<file path="src/rtl/pipe_ctrl_pkg.sv">
// Shared encodings for the pipeline hazard/stall controller.
// Latency: n/a (constants and a pure helper function only).
// Backpressure: n/a.
package pipe_ctrl_pkg;

    // Global pipeline hold codes driven on halt_type
    localparam logic [1:0] HaltRun   = 2'b00;  // everything advances
    localparam logic [1:0] HaltFront = 2'b01;  // PC and IF/ID hold
    localparam logic [1:0] HaltBack  = 2'b10;  // all but MEM/WB hold
    localparam logic [1:0] HaltFull  = 2'b11;  // everything holds

    // Controller state encodings
    localparam logic [1:0] CtrlInit      = 2'b00;
    localparam logic [1:0] CtrlRun       = 2'b01;
    localparam logic [1:0] CtrlFlushWait = 2'b10;

    // Saturation ceiling of the disturbed-cycle counter
    localparam logic [15:0] CntMax = 16'hFFFF;

    // A cycle is "disturbed" when anything other than a clean advance happens
    function automatic logic is_disturbed(input logic [1:0] halt,
                                          input logic       ifid_discard,
                                          input logic       idex_discard,
                                          input logic       in_flush_wait);
        return (halt != HaltRun) | ifid_discard | idex_discard | in_flush_wait;
    endfunction

endpackage

</file>
<file path="src/rtl/stall_counter.sv">
// 16-bit saturating event counter with enable.
// Latency: count reflects an enabled cycle one clock later.
// Backpressure: none; sticks at the ceiling instead of wrapping.
module stall_counter
    import pipe_ctrl_pkg::*;
(
    input  logic        clk,
    input  logic        rst,
    input  logic        en,
    output logic [15:0] cnt
);

    // Count enabled cycles, holding at the ceiling; cleared only by reset
    always_ff @(posedge clk or negedge rst) begin
        if (!rst) begin
            cnt <= '0;
        end else if (en && (cnt != CntMax)) begin
            cnt <= cnt + 16'd1;
        end
    end

endmodule

</file>
<file path="src/rtl/pipe_ctrl.sv">
// Pipeline hazard/stall arbiter: hold codes, bubble inserts, redirect, wrong-path fetch drop.
// Latency: all controls combinational from state+inputs (zero cycles); stall_cnt_o one cycle.
// Backpressure: MEM stall outranks branch redirect; EX re-presents the branch while EX/MEM holds.
module pipe_ctrl
    import pipe_ctrl_pkg::*;
(
    input  logic        clk,
    input  logic        rst,
    input  logic        if_stall_req,
    input  logic        id_stall_req,
    input  logic        mem_stall_req,
    input  logic        ex_branch_taken,
    input  logic        if_fetch_busy,
    input  logic        if_resp_valid,
    output logic [1:0]  halt_type,
    output logic        IFID_discard_o,
    output logic        IDEX_discard_o,
    output logic        pc_redirect_o,
    output logic        if_drop_o,
    output logic [15:0] stall_cnt_o
);

    logic [1:0] state;
    logic [1:0] state_nxt;
    logic       cnt_en;

    // State register; reset forces INIT immediately so outputs fall to the reset pattern
    always_ff @(posedge clk or negedge rst) begin
        if (!rst) begin
            state <= CtrlInit;
        end else begin
            state <= state_nxt;
        end
    end

    // Priority arbitration and next-state selection
    always_comb begin
        state_nxt      = state;
        halt_type      = HaltRun;
        IFID_discard_o = 1'b0;
        IDEX_discard_o = 1'b0;
        pc_redirect_o  = 1'b0;
        if_drop_o      = 1'b0;
        case (state)
            CtrlInit: begin
                halt_type      = HaltFull;
                IFID_discard_o = 1'b1;
                IDEX_discard_o = 1'b1;
                state_nxt      = CtrlRun;
            end
            CtrlRun: begin
                if (mem_stall_req) begin
                    // Branch is not lost: EX/MEM holds so EX presents it again
                    halt_type = HaltBack;
                end else if (ex_branch_taken) begin
                    // Younger instructions are wrong-path, including any ID hazard
                    IFID_discard_o = 1'b1;
                    IDEX_discard_o = 1'b1;
                    pc_redirect_o  = 1'b1;
                    if (if_fetch_busy) begin
                        state_nxt = CtrlFlushWait;
                    end
                end else if (id_stall_req) begin
                    halt_type      = HaltFront;
                    IDEX_discard_o = 1'b1;
                end else if (if_stall_req) begin
                    IFID_discard_o = 1'b1;
                end
            end
            CtrlFlushWait: begin
                // Stale fetch still in flight: squash whatever it returns
                if_drop_o      = 1'b1;
                IFID_discard_o = 1'b1;
                halt_type      = mem_stall_req ? HaltBack : HaltRun;
                if (if_resp_valid) begin
                    state_nxt = CtrlRun;
                end
            end
            default: begin
                halt_type      = HaltFull;
                IFID_discard_o = 1'b1;
                IDEX_discard_o = 1'b1;
                state_nxt      = CtrlInit;
            end
        endcase
    end

    // Count every cycle where the pipeline did not simply advance
    always_comb begin
        cnt_en = is_disturbed(halt_type, IFID_discard_o, IDEX_discard_o,
                              state == CtrlFlushWait);
    end

    stall_counter u_stall_counter (
        .clk (clk),
        .rst (rst),
        .en  (cnt_en),
        .cnt (stall_cnt_o)
    );

endmodule

</file>
<file path="config.mk">
export PLATFORM = sky130hd
export DESIGN_NAME = pipe_ctrl
export DESIGN_NICKNAME = d
export VERILOG_FILES = /design/src/rtl/pipe_ctrl_pkg.sv /design/src/rtl/stall_counter.sv /design/src/rtl/pipe_ctrl.sv
export SDC_FILE = /design/constraint.sdc
export NUM_CORES = 1
export LEC_CHECK = 0
export CAP_MARGIN = 25
export CORE_MARGIN = 1
export CORE_UTILIZATION = 65
export DETAILED_ROUTE_END_ITERATION = 10
export DONT_BUFFER_PORTS = 1
export PLACE_DENSITY = 0.91
export SKIP_CTS_REPAIR_TIMING = 1
export SYNTH_ARGS = -nofsm -noshare
export SYNTH_HDL_FRONTEND = slang
export SYNTH_SLANG_ARGS = --single-unit
</file>
<file path="constraint.sdc">
create_clock -name clk -period 3.5 [get_ports clk]
set_clock_uncertainty 0.1 [all_clocks]
set_input_delay 0.7 -clock clk [delete_from_list [all_inputs] [get_ports clk]]
set_output_delay 0.7 -clock clk [all_outputs]
set_load 0.01 [all_outputs]
</file>
==> results.md <==
* Longest individual stage delay on the worst path at 0.46 ns
* Critical-path cell list: inv_1 -> ha_1 -> or3b_1 -> or3_1 -> nand3_1 -> mux2_2
* Core Rows at 14
* Global routing's busiest layer: met2
* Type of element launching the critical path: flip-flop
* Residual antenna-violating net count after detailed routing at 0
* Top-level port count at 30
* Final period utilization at 0.694
* Most common cell after layout, fill and taps aside: sky130_fd_sc_hd__dfrtp_1
* Flip-flop and latch count after synthesis at 18
* Routed WL per cell at 15.5 um
* Post-route minimum period at 2.43 ns
* Count of max-cap constraint violations at 0
* Transition at the pin with the smallest max-transition slack at 0.779 ns
* Arrival time of the worst setup path at 2.51 ns
* Accumulated negative setup slack at 0 ns
* Gpl congestion at 0.806
* Number of antenna violations at the first check in global routing at 0
* Number of remaining DRC errors at 0
* Top cell family by delay on the critical path: simple AND/OR/NAND/NOR gates
* Post-route core utilization at 0.730
* Number of distinct library cell variants in the gate-level netlist after synthesis at 31
* Routed via count divided by cell count at 6.37
* Fraction of layout cells with a size suffix above 1 at 0.0841
* Total length of routed wires at 1.91 mm
* Main flop type after synthesis: sky130_fd_sc_hd__dfrtp_1
* Netlist area before placement at 1050 um2
* Maximum clock path buffer count at 2
* Horiz. Die Dim at about 42 um
* Starting density of the core at 0.697
* Total Die Area at 1780 um2
* LEAKAGE at around 0.48 nW
* Half-perimeter wire length after placement at 1.36 mm
* Filler cells at 119
* Remaining global-route overflow at 0
* Worst Setup End Kind: flip-flop
* Area growth from synthesis to final layout at 4.77%
* Headroom to the max-slew limit at 0.479
* Setup slack of the worst register-to-register path at 1.07 ns
* TritonCTS clock tree: built
* Required time at the endpoint of the critical path at 3.59 ns
* First-iteration detailed-routing DRC count at 16
* Number of enable flip-flop cells after synthesis at 0
* Count of TritonRoute iterations in the first routing pass at 4
* Proportion of synthesized flip-flops having asynchronous set or reset at 1.00
* Unrepaired setup endpoints after global routing: false
* Worst min-delay path category: flip-flop to flip-flop
* Total inserted antenna cells at 0
* Number of buffers inserted during clock tree synthesis at 3
* Power per standard cell area at 698 nW/um2
* Wire length of the first global-routing pass at 3.39 mm
* Routed vias at around 800
* Status: completed
* Gate count of the mapped netlist at 104
* Buffers and inverters on the worst path at 1
* Worst-path maximum fanout at 9
* WS Path Type: flip-flop to flip-flop
* Count of final hold-check violations at 0
* Net count reported at finish at 122
* Share of synthesized area occupied by flip-flops and latches at 0.429
* Clock Latency Late Sink at 0.29 ns
* Met1 global-route usage at 0.337
* Slowest stage cell, crit path: sky130_fd_sc_hd__or3_1
* Quantity of I/O buffers inserted on ports at 0
* Highest-count cells in the layout ignoring fill and taps: 18 x sky130_fd_sc_hd__dfrtp_1, 12 x sky130_fd_sc_hd__nand3_1, 12 x sky130_fd_sc_hd__xnor2_1, 7 x sky130_fd_sc_hd__and3_1, 7 x sky130_fd_sc_hd__nand4_1
* Non-filler cells in the finished layout at 123
* Number of clock sinks at 18
* Placed Cells at 118
* Per-instance average area after synthesis at 10.1 um2
* Met2 GRT Util at 0.378
* Final slew viol count at 0
* Warnings, synthesis at 0
* Vias in the first global route at 782
* Total of endpoints with negative setup slack in the final report at 0
* Fmax at 412 MHz
* VDD IR-drop max at 0.000387 V
* Worst-path clk slew at ~0.11 ns
* Total track usage at 0.245
* Htree depth at 1
* Die Y at 42.2 um
* Placeable Area at approximately 1500 um2
* Clock root buffer: sky130_fd_sc_hd__clkbuf_4
* Post-synthesis net count at 118
* Routing usage on met3 at 0.0647
* Largest net degree at the start of global routing at 19
-- area by class of cell --
cell class / instances / area (um2) / share of cell area
clock buffers: 4 / 36.3 / 0.0330
multi-input cells: 80 / 568 / 0.516
well taps: 16 / 20.0 / 0.0182
repair buffers: 1 / 10.0 / 0.00910
flip-flops and latches: 18 / 450 / 0.410
inverters: 4 / 15.0 / 0.0137
-- final timing paths --
kind | start | to | cells past startpoint
max in group asynchronous | rst | u_stall_counter.cnt[11] | 1
worst min-delay path | u_stall_counter.cnt[11] | u_stall_counter.cnt[11] | 1
worst max register to register | state[0] | u_stall_counter.cnt[12] | 6
min in group asynchronous | rst | u_stall_counter.cnt[5] | 1
worst max-delay path | state[0] | u_stall_counter.cnt[12] | 6
worst min register to register | u_stall_counter.cnt[11] | u_stall_counter.cnt[11] | 1
-- state kept, by name, summed over array words and instances, names as in the netlist --
| name | cells |
|---|---|
| state | 2 |
| u_stall_counter.cnt | 16 |
-- kinds of logic (layout without fill, tap and decap cells) --
family,Yosys count,count (layout),synth area share
compound gates,9,9,0.0536
simple gates,48,48,0.262
fa+ha+maj,6,6,0.0715
mux,4,4,0.0453
flops,18,18,0.429
xor+xnor,13,13,0.108
buf+inv,6,9,0.0298
-- per-layer routing --
metal | share of wire | up-vias | routed length [um]
met4 | 0.0058 | 0 | 11
met5 | 0 | - | 0
met1 | 0.46 | 379 | 874
li1 | - | 379 | -
met2 | 0.48 | 24 | 910
met3 | 0.060 | 2 | 115
-- power breakdown --
part	switching, mW	internal (mW)	leakage [nW]
Combinational	0.145	0.127	0.225
Sequential	0.105	0.263	0.233
Clock	0.0644	0.0633	0.0210
-- synth_stat cells, types with 2 or more instances --
cell type | instances | area, um2
sky130_fd_sc_hd__a21oi_1 | 2 | 10.0
sky130_fd_sc_hd__and3_1 | 7 | 43.8
sky130_fd_sc_hd__dfrtp_1 | 18 | 450
sky130_fd_sc_hd__ha_1 | 6 | 75.1
sky130_fd_sc_hd__inv_1 | 4 | 15.0
sky130_fd_sc_hd__mux2_2 | 2 | 22.5
sky130_fd_sc_hd__nand2_1 | 5 | 18.8
sky130_fd_sc_hd__nand2b_1 | 2 | 12.5
sky130_fd_sc_hd__nand3_1 | 12 | 60.1
sky130_fd_sc_hd__nand4_1 | 7 | 43.8
sky130_fd_sc_hd__nand4b_1 | 2 | 17.5
sky130_fd_sc_hd__nor2_1 | 5 | 18.8
sky130_fd_sc_hd__o21ai_0 | 3 | 15.0
sky130_fd_sc_hd__xnor2_1 | 12 | 105
-- through the flow --
| step | worst slack, ns | instance area, um2 | hold slack [ns] | power (mW) |
|---|---|---|---|---|
| after global routing | 0.964 | 1100 | 0.530 | 0.824 |
| after global placement | 1.20 | 1050 | 0.305 | 0.617 |
| after floorplan | 1.28 | 1050 | 0.304 | 0.577 |
| final | 1.07 | 1100 | 0.499 | 0.768 |
| after CTS | 1.08 | 1090 | -0.0131 | 0.762 |
| after detailed placement | 1.14 | 1050 | 0.305 | 0.634 |
No activity file was read; power rests on OpenSTA's default activity.
